<file path="config.mk">
export PLATFORM = sky130hd
export DESIGN_NAME = y86_mem_bridge
export DESIGN_NICKNAME = d
export VERILOG_FILES = /design/src/rtl/y86_mem_bridge.sv
export SDC_FILE = /design/constraint.sdc
export NUM_CORES = 1
export LEC_CHECK = 0
export ABC_CLOCK_PERIOD_IN_PS = 2300
export CELL_PAD_IN_SITES_DETAIL_PLACEMENT = 0
export CELL_PAD_IN_SITES_GLOBAL_PLACEMENT = 2
export CORE_MARGIN = 3
export CORE_UTILIZATION = 30
export DETAILED_ROUTE_END_ITERATION = 8
export GPL_ROUTABILITY_DRIVEN = 0
export HOLD_SLACK_MARGIN = 0.06
export PLACE_DENSITY = 0.79
export RECOVER_POWER = 25
export SETUP_SLACK_MARGIN = 0.2
export SLEW_MARGIN = 10
export SYNTH_ARGS = -nofsm -noshare
export SYNTH_HDL_FRONTEND = slang
export SYNTH_SLANG_ARGS = --single-unit
</file>
<file path="constraint.sdc">
create_clock -name clk -period 2.3 [get_ports clk]
set_input_delay 0.23 -clock clk [delete_from_list [all_inputs] [get_ports clk]]
set_output_delay 0.23 -clock clk [all_outputs]
set_load 0.01 [all_outputs]
</file>
<file path="src/rtl/y86_mem_bridge.sv">
// Bridges the y86 core bus to a word-aligned req/ack memory, splitting unaligned
// accesses into two words. Optional one-entry last-word read cache: Y86_LAST_WORD_CACHE_EN.
module y86_mem_bridge #(
    parameter int ADDR_W   = 32,
    parameter int MAX_WAIT = 255
) (
    input  logic              clk,
    input  logic              rst,
    input  logic [ADDR_W-1:0] cpu_A,
    input  logic              cpu_RE,
    input  logic              cpu_WE,
    input  logic [31:0]       cpu_wdata,
    output logic [31:0]       cpu_rdata,
    output logic              cpu_stall,
    output logic              mem_req,
    output logic [ADDR_W-3:0] mem_addr,
    output logic              mem_we,
    output logic [3:0]        mem_be,
    output logic [31:0]       mem_wdata,
    input  logic [31:0]       mem_rdata,
    input  logic              mem_ack,
    output logic              timeout
);

    localparam int WA_W  = ADDR_W - 2;
    localparam int CNT_W = $clog2(MAX_WAIT + 1);
    localparam logic [CNT_W-1:0] CNT_LAST = CNT_W'(MAX_WAIT - 1);

    typedef enum logic [1:0] {IDLE, W0, W1, DONE} state_t;

    function automatic logic [31:0] lo_word(input logic [31:0] d, input logic [1:0] o);
        return d << {o, 3'b000};
    endfunction

    function automatic logic [31:0] hi_word(input logic [31:0] d, input logic [1:0] o);
        return 32'(({32'b0, d} << {o, 3'b000}) >> 32);
    endfunction

    function automatic logic [3:0] be_lo(input logic [1:0] o);
        return 4'hF << o;
    endfunction

    function automatic logic [3:0] be_hi(input logic [1:0] o);
        return 4'((8'h0F << o) >> 4);
    endfunction

    function automatic logic [31:0] assemble(input logic [31:0] hi, input logic [31:0] lo,
                                             input logic [1:0] o);
        return 32'({hi, lo} >> {o, 3'b000});
    endfunction

    state_t            state, state_d;
    logic [ADDR_W-1:0] addr_q, addr_d;
    logic [31:0]       wdata_q, wdata_d;
    logic              wr_q, wr_d;
    logic [31:0]       word0_q, word0_d;
    logic [CNT_W-1:0]  cnt_q, cnt_d;
    logic [31:0]       rdata_d, mwdata_d;
    logic              req_d, we_d, timeout_d;
    logic [3:0]        be_d;
    logic [WA_W-1:0]   maddr_d;

    logic [1:0]        off_in, off;
    logic [WA_W-1:0]   wa0_in, wa1_in, wa0, wa1;
    logic              hit0_in, hit1;
    logic [31:0]       cache_word;

    assign off_in = cpu_A[1:0];
    assign off    = addr_q[1:0];
    assign wa0_in = cpu_A[ADDR_W-1:2];
    assign wa1_in = wa0_in + 1'b1;
    assign wa0    = addr_q[ADDR_W-1:2];
    assign wa1    = wa0 + 1'b1;

`ifdef Y86_LAST_WORD_CACHE_EN
    logic            cache_vld, cache_vld_d;
    logic [WA_W-1:0] cache_addr, cache_addr_d;
    logic [31:0]     cache_data, cache_data_d;

    assign hit0_in    = cache_vld && (cache_addr == wa0_in);
    assign hit1       = cache_vld && !wr_q && (cache_addr == wa1);
    assign cache_word = cache_data;

    always_ff @(posedge clk or negedge rst) begin
        if (!rst) begin
            cache_vld  <= 1'b0;
            cache_addr <= '0;
            cache_data <= '0;
        end else begin
            cache_vld  <= cache_vld_d;
            cache_addr <= cache_addr_d;
            cache_data <= cache_data_d;
        end
    end
`else
    assign hit0_in    = 1'b0;
    assign hit1       = 1'b0;
    assign cache_word = '0;
`endif

    assign cpu_stall = ((state == IDLE) && (cpu_RE || cpu_WE)) || (state == W0) || (state == W1);

    always_ff @(posedge clk or negedge rst) begin
        if (!rst) begin
            state     <= IDLE;
            addr_q    <= '0;
            wdata_q   <= '0;
            wr_q      <= 1'b0;
            word0_q   <= '0;
            cnt_q     <= '0;
            cpu_rdata <= '0;
            mem_req   <= 1'b0;
            mem_we    <= 1'b0;
            mem_be    <= '0;
            mem_addr  <= '0;
            mem_wdata <= '0;
            timeout   <= 1'b0;
        end else begin
            state     <= state_d;
            addr_q    <= addr_d;
            wdata_q   <= wdata_d;
            wr_q      <= wr_d;
            word0_q   <= word0_d;
            cnt_q     <= cnt_d;
            cpu_rdata <= rdata_d;
            mem_req   <= req_d;
            mem_we    <= we_d;
            mem_be    <= be_d;
            mem_addr  <= maddr_d;
            mem_wdata <= mwdata_d;
            timeout   <= timeout_d;
        end
    end

    always_comb begin
        state_d   = state;
        addr_d    = addr_q;
        wdata_d   = wdata_q;
        wr_d      = wr_q;
        word0_d   = word0_q;
        cnt_d     = cnt_q;
        rdata_d   = cpu_rdata;
        req_d     = mem_req;
        we_d      = mem_we;
        be_d      = mem_be;
        maddr_d   = mem_addr;
        mwdata_d  = mem_wdata;
        timeout_d = timeout;
`ifdef Y86_LAST_WORD_CACHE_EN
        cache_vld_d  = cache_vld;
        cache_addr_d = cache_addr;
        cache_data_d = cache_data;
`endif
        case (state)
            IDLE: begin
                if (cpu_WE) begin
                    state_d  = W0;
                    addr_d   = cpu_A;
                    wdata_d  = cpu_wdata;
                    wr_d     = 1'b1;
                    req_d    = 1'b1;
                    we_d     = 1'b1;
                    maddr_d  = wa0_in;
                    be_d     = be_lo(off_in);
                    mwdata_d = lo_word(cpu_wdata, off_in);
`ifdef Y86_LAST_WORD_CACHE_EN
                    if ((cache_addr == wa0_in) || ((off_in != 2'd0) && (cache_addr == wa1_in)))
                        cache_vld_d = 1'b0;
`endif
                end else if (cpu_RE) begin
                    addr_d   = cpu_A;
                    wdata_d  = cpu_wdata;
                    wr_d     = 1'b0;
                    we_d     = 1'b0;
                    be_d     = 4'hF;
                    mwdata_d = '0;
                    if (hit0_in) begin
                        word0_d = cache_word;
                        if (off_in == 2'd0) begin
                            state_d = DONE;
                            rdata_d = cache_word;
                        end else begin
                            state_d = W1;
                            req_d   = 1'b1;
                            maddr_d = wa1_in;
                        end
                    end else begin
                        state_d = W0;
                        req_d   = 1'b1;
                        maddr_d = wa0_in;
                    end
                end
            end
            W0, W1: begin
                if (mem_ack) begin
                    if (state == W0) begin
                        word0_d = mem_rdata;
`ifdef Y86_LAST_WORD_CACHE_EN
                        if (!wr_q) begin
                            cache_vld_d  = 1'b1;
                            cache_addr_d = wa0;
                            cache_data_d = mem_rdata;
                        end
`endif
                        if (off == 2'd0) begin
                            state_d = DONE;
                            req_d   = 1'b0;
                            if (!wr_q) rdata_d = mem_rdata;
                        end else if (hit1) begin
                            state_d = DONE;
                            req_d   = 1'b0;
                            rdata_d = assemble(cache_word, mem_rdata, off);
                        end else begin
                            // req stays high straight into the second word
                            state_d = W1;
                            maddr_d = wa1;
                            if (wr_q) begin
                                be_d     = be_hi(off);
                                mwdata_d = hi_word(wdata_q, off);
                            end
                        end
                    end else begin
                        state_d = DONE;
                        req_d   = 1'b0;
                        if (!wr_q) begin
                            rdata_d = assemble(mem_rdata, word0_q, off);
`ifdef Y86_LAST_WORD_CACHE_EN
                            cache_vld_d  = 1'b1;
                            cache_addr_d = wa1;
                            cache_data_d = mem_rdata;
`endif
                        end
                    end
                end else if (cnt_q == CNT_LAST) begin
                    state_d   = DONE;
                    req_d     = 1'b0;
                    timeout_d = 1'b1;
                    if (!wr_q) rdata_d = '1;
                end else begin
                    cnt_d = cnt_q + 1'b1;
                end
            end
            DONE:    state_d = IDLE;
            default: state_d = IDLE;
        endcase
        if (state_d != state) cnt_d = '0;
    end

endmodule

</file>
Word-level counts from Yosys, hierarchy flattened
Index checks and enable logic that the tools add are counted.
{ "classes": {"bitwise_logic": 1, "shifts": 5, "n_reduce_logical": 19, "add_sub_neg": 2, "mux": 51, "n_eq_ne": 18} }
{ "op_table": {"columns": ["op", "n"], "rows": [
  ["$mux 32", 17],
  ["$mux 30", 5],
  ["$pmux 32 s2", 1],
  ["$shl 32x5->64", 1],
  ["$shr 64x5->32", 1],
  ["$pmux 30 s2", 1],
  ["$mux 8", 4],
  ["$shl 32x5->32", 1],
  ["$add 30x1->30 const B", 1],
  ["$mux 4", 6],
  ["$ne 2x2->1 const B", 6],
  ["$reduce_and 6->1", 2],
  ["$mux 2", 5],
  ["$mux 1", 9],
  ["$reduce_and 3->1", 3],
  ["$add 8x1->8 const B", 1],
  ["$eq 8x8->1 const B", 1],
  ["$pmux 4 s2", 1],
  ["$reduce_bool 2->1", 4],
  ["$shl 4x2->8 const A", 1],
  ["$ne 2x1->1 const B", 3],
  ["$ne 3x3->1 const B", 2],
  ["$pmux 2 s3", 1],
  ["$reduce_and 5->1", 1],
  ["14 further kinds", 18]
]} }
{ "word_totals": {"wordCells": 108, "output_inout_bits": 102, "reg_bits": 207, "in_bits": 101} }

Logic depth before layout (Yosys ltp)
{ "logic_depth": {"word_depth": 8, "depth_mapped": 9, "ltp_nobuf": 7} }

Least setup slack after synthesis
Ideal clock, no wire load.
{ "synth_timing": {"path_kind": "register to register", "from": "register state[1]", "to": "register mem_wdata[25]", "required_ns": 2.178, "synth_period_minus_slack_ns": 2.271, "path_stages_with_launch": 9, "arrival_time_ns": 2.149, "slack_ns": 0.029, "path_buffers": 3, "setup_ns": 0.122, "path_cell_list": "dfrtp_1 -> inv_1 -> ha_1 -> buf_4 -> a221o_1 -> or4_1 -> buf_2 -> buf_6 -> a32o_1"} }
{ "synth_via": {"elab_chain_cells": 4, "elab_cells_between_ends": 12, "cone_classes": "eq/ne (7); mux (1); reduce/logical (4)"} }
{ "synth_lines": {"columns": ["item", "line_no", "text"], "rows": [
  ["start, declared", "52", "state_t state, state_d;"],
  ["start signal, assigned", "119", "state <= state_d;"],
  ["$eq 2x2->1 or $eq 2x1->1 (tied branches)", "154, 196", null],
  ["$reduce_or 2->1", "154", "case (state)"],
  ["$ne 2x2->1 (no source line) or $reduce_bool 2->1 (tied branches)", null, null],
  ["$reduce_and 6->1 (no source line)", null, null],
  ["end signal, assigned", "130", "mem_wdata <= mwdata_d;"],
  ["end, declared", "19", "output logic [31:0] mem_wdata,"]
]} }
Several ways; a longest one is shown, not always the timed one.
A chain may end at the register's enable or synchronous reset.

Worst setup path after layout
{ "layout_timing": {"from": "register state[1]", "to": "register mem_addr[25]"} }
{ "layout_via": {"elab_chain_cells": 4, "elab_cells_between_ends": 11, "cone_classes": "eq/ne (6); mux (1); reduce/logical (4)"} }
{ "layout_lines": {"columns": ["item", "line_no", "text"], "rows": [
  ["$eq 2x2->1 or $eq 2x1->1 (tied branches)", "154, 196", null],
  ["$reduce_or 2->1", "154", null],
  ["$ne 2x2->1 (no source line) or $reduce_bool 2->1 (tied branches)", null, null],
  ["$reduce_and 5->1 (no source line)", null, null],
  ["end signal, assigned", "129", "mem_addr <= maddr_d;"],
  ["end, declared", "16", "output logic [ADDR_W-3:0] mem_addr,"]
]} }
Several ways; a longest one is shown, not always the timed one.

==> metrics.md <==
| Metric | Value |
|---|---|
| Max VDD drop | `0.952 mV` |
| TritonCTS Sinks | `199` |
| CP Max Fanout | `5` |
| Post-Syn Instances | `1028` |
| I/O Buffers | `202` |
| Critical path class | `reg2reg` |
| Synth Area per Inst | `roughly 10 µm²` |
| Share of cells above drive strength 1 | `0.221` |
| Mapped cell area | `10600 µm²` |
| Pins Over Slew Limit | `30` |
| DRT Pass-1 Iters | `5` |
| Max-Cap Viols | `1` |
| Worst EP required | `2.63 ns` |
| Async S/R FF share, synth | `1.00` |
| Number of distinct library cells after synthesis | `between 60 and 70` |
| Root Driver | `clkbuf_16` |
| Startpoint Class | `flip-flop` |
| Critical-path top delay cell | `or4_4` |
| H-tree Lvls | `4` |
| Finish-stage setup viols | `0` |
| Drc violations | `0` |
| Number of synthesized flops with an enable pin | `0` |
| Tcrit/Tclk final | `0.943` |
| Ys flop type | `dfrtp_1` |
| Failing checks | `max-capacitance violations, max-slew violations` |
| Via density | `5.18` |
| Final core occ | `0.426` |
| Layout area overhead | `39.2%` |
| Reg area | `between 4000 and 5000 µm²` |
| DRT iter0 DRCs | `425` |
| Nets@finish | `1367` |
| Post-DP HPWL | `22500 µm` |
| Total wire length | `33700 µm` |
| Fin. Hold Viols | `0` |
| Routed via count | `slightly below 9k` |
| CTS Buf Count | `17` |
| Most common cell after layout, fill and taps aside | `nand2_1` |
| Worst skew pair latency | `0.44 ns` |
| Leakage power | `6.16 nW` |
| Initial Utilization | `0.306` |
| IO Pins | `203` |
| Total Power | `22.3 mW` |
| Remaining Overflow, GRT | `0` |
| Actual slew at the worst max-slew pin | `1.50 ns` |
| Commonest cells after routing, fill and taps aside | `215 x nand2_1, 200 x clkdlybuf4s50_1, 196 x dfrtp_1, 64 x mux2_2, 45 x buf_4` |
| Min-Delay Path Class | `in2reg` |
| Area of the multi-input gates | `5590 µm²` |
| Peak Freq | `461 MHz` |
| Clock Pin Slew Worst Setup and Hold Paths | `0.07 ns` |
| CTS tree | `yes` |
| Register area share after synthesis | `0.469` |
| Die height | `194 µm` |
| FILL cells | `3380` |
| Synth warn | `0` |
| Synth Register Bits | `199` |
| Clock period minus worst slack | `approximately 2.2 ns` |
| Wirelength per Cell | `19.5 µm` |
| Diodes inserted | `0` |
| Initial antenna violation count | `1` |
| Rows | `68` |
| Pwr Density | `1510 nW/µm²` |
| Core area | `~35000 µm²` |
| CP Capture Type | `flip-flop` |
| Slew HR | `-0.00165` |
| Die area | `37700 µm²` |
| Vias in the first global route | `~9.0k` |
| Synthesized Nets | `1136` |
| First-pass GRT wire length | `53100 µm` |
| Die Span X | `194 µm` |
| Skew final | `0.0108 ns` |
| Final ANT Viol Nets | `0` |
| Status | `complete, but fails checks` |
| Clk buf depth | `2` |
| CP peak stage delay | `0.57 ns` |
| RSZ-0062 raised after global routing | `true` |
| Global Route Usage Sum | `0.176` |
| Crit path cell chain | `inv_2 > ha_4 > buf_12 > nor2b_4 > buf_4 > or4_4 > buf_8 > a221o_1` |
| Largest net degree at the start of global routing | `62` |
| Worst EP arrival | `2.50 ns` |
## cells in the mapped netlist, types with 6 or more instances
cell | instances | area (µm²)
mux4_2 | 32 | 721
inv_1 | 10 | 37.5
o21ai_1 | 27 | 135
clkbuf_1 | 34 | 128
and3_1 | 10 | 62.6
a211o_1 | 9 | 78.8
nor3_1 | 7 | 35.0
nor2_1 | 31 | 116
o21ai_0 | 39 | 195
mux2_2 | 64 | 721
dfrtp_1 | 199 | 4980
buf_1 | 12 | 45.0
o31ai_1 | 7 | 52.6
a22o_1 | 7 | 61.3
xor2_1 | 16 | 140
xnor2_1 | 13 | 114
ha_1 | 7 | 87.6
mux2i_1 | 37 | 370
o22a_1 | 40 | 350
o211ai_1 | 6 | 45.0
a21oi_1 | 26 | 130
nand3_1 | 18 | 90.1
nand2_1 | 239 | 897
a32o_1 | 8 | 80.1
buf_2 | 21 | 105
nand4_1 | 16 | 100
nor2b_1 | 14 | 87.6
a22oi_1 | 21 | 158
## critical path: cells and delay by family, from the launching register on
family / cells / cell delay (ns)
fa+ha+maj: 1 / 0.15
flops: 1 / 0.41
buf+inv: 4 / 0.56
simple gates: 2 / 0.60
compound gates: 1 / 0.34
## final timing paths
check,start,endpoint,slack [ns],cells past startpoint
max,state[1]$_DFF_PN0_,mem_addr[25]$_DFFE_PN0P_,0.13,8
max reg2reg,state[1]$_DFF_PN0_,mem_addr[25]$_DFFE_PN0P_,0.13,8
min reg2reg,mem_addr[1]$_DFFE_PN0P_,mem_addr[1]$_DFFE_PN0P_,0.48,2
min,cpu_A[31],addr_q[31]$_DFFE_PN0P_,0.34,3
max in group asynchronous,rst,addr_q[0]$_DFFE_PN0P_,0.50,2
min in group asynchronous,rst,mem_wdata[0]$_DFFE_PN0P_,0.69,2
## registers in the layout, summed over array words and instances, names as in the netlist
| name | flops |
|---|---|
| addr_q | 32 |
| cnt_q | 8 |
| cpu_rdata | 32 |
| mem_addr | 30 |
| mem_be | 4 |
| mem_req | 1 |
| mem_wdata | 32 |
| state | 2 |
| timeout | 1 |
| wdata_q | 24 |
| word0_q | 32 |
| wr_q | 1 |
## power by group
group	switching, mW	internal, mW
Combinational	6.18	6.71
Clock	1.40	1.75
Sequential	1.27	5.04
## layout make-up
class / instances / share of cell area
clock buffers: 21 / 0.0305
well taps: 455 / 0.0385
multi-input cells: 748 / 0.378
repair buffers: 281 / 0.202
inverters: 12 / 0.00322
flip-flops and latches: 199 / 0.337
clock inverters: 11 / 0.00999
## logic make-up (layout without fill, tap and decap cells)
kind of cell / Yosys count / after routing / synth area share
AND/OR/NAND/NOR: 364 / 364 / 0.155
AO/OA/AOI/OAI: 214 / 215 / 0.140
flip-flops: 199 / 199 / 0.469
multiplexers: 133 / 133 / 0.171
buffers and inverters: 82 / 325 / 0.0329
XOR/XNOR: 29 / 29 / 0.0239
adder cells (fa/ha/maj): 7 / 7 / 0.00825
## per-layer routing
layer | share of wire | track usage | up-vias | wire length, µm
met4 | 0.015 | 0.0455 | 2 | 520
met2 | 0.47 | 0.280 | 249 | 15800
li1 | - | - | 4171 | -
met1 | 0.47 | 0.247 | 4497 | 15800
met5 | 0.00021 | 0 | - | 7
met3 | 0.046 | 0.0334 | 35 | 1550
## stage by stage
step	TNS, ns	std cells	setup WS, ns	hold slack (ns)	instance area (µm²)
2_1_floorplan	0	1028	0.157	-0.0656	10700
3_3_place_gp	0	1668	0.00787	0.236	13500
3_5_place_dp	-0.00546	1668	-0.00546	0.237	13500
4_1_cts	0	1711	0.113	0.322	14400
5_1_grt	0	1727	0.0732	0.332	14800
6_report	0	1727	0.131	0.344	14800
## repair_timing
action | in CTS | in global routing
pin swaps | 9 | 12
hold buffers | 1 | 0
gates resized for setup | 25 | 58
gates cloned | 4 | 7
hold endpoints to repair | 47 | 0
setup buffers | 6 | 9
setup endpoints to repair | 88 | 103
No activity file was read; power rests on OpenSTA's default activity.
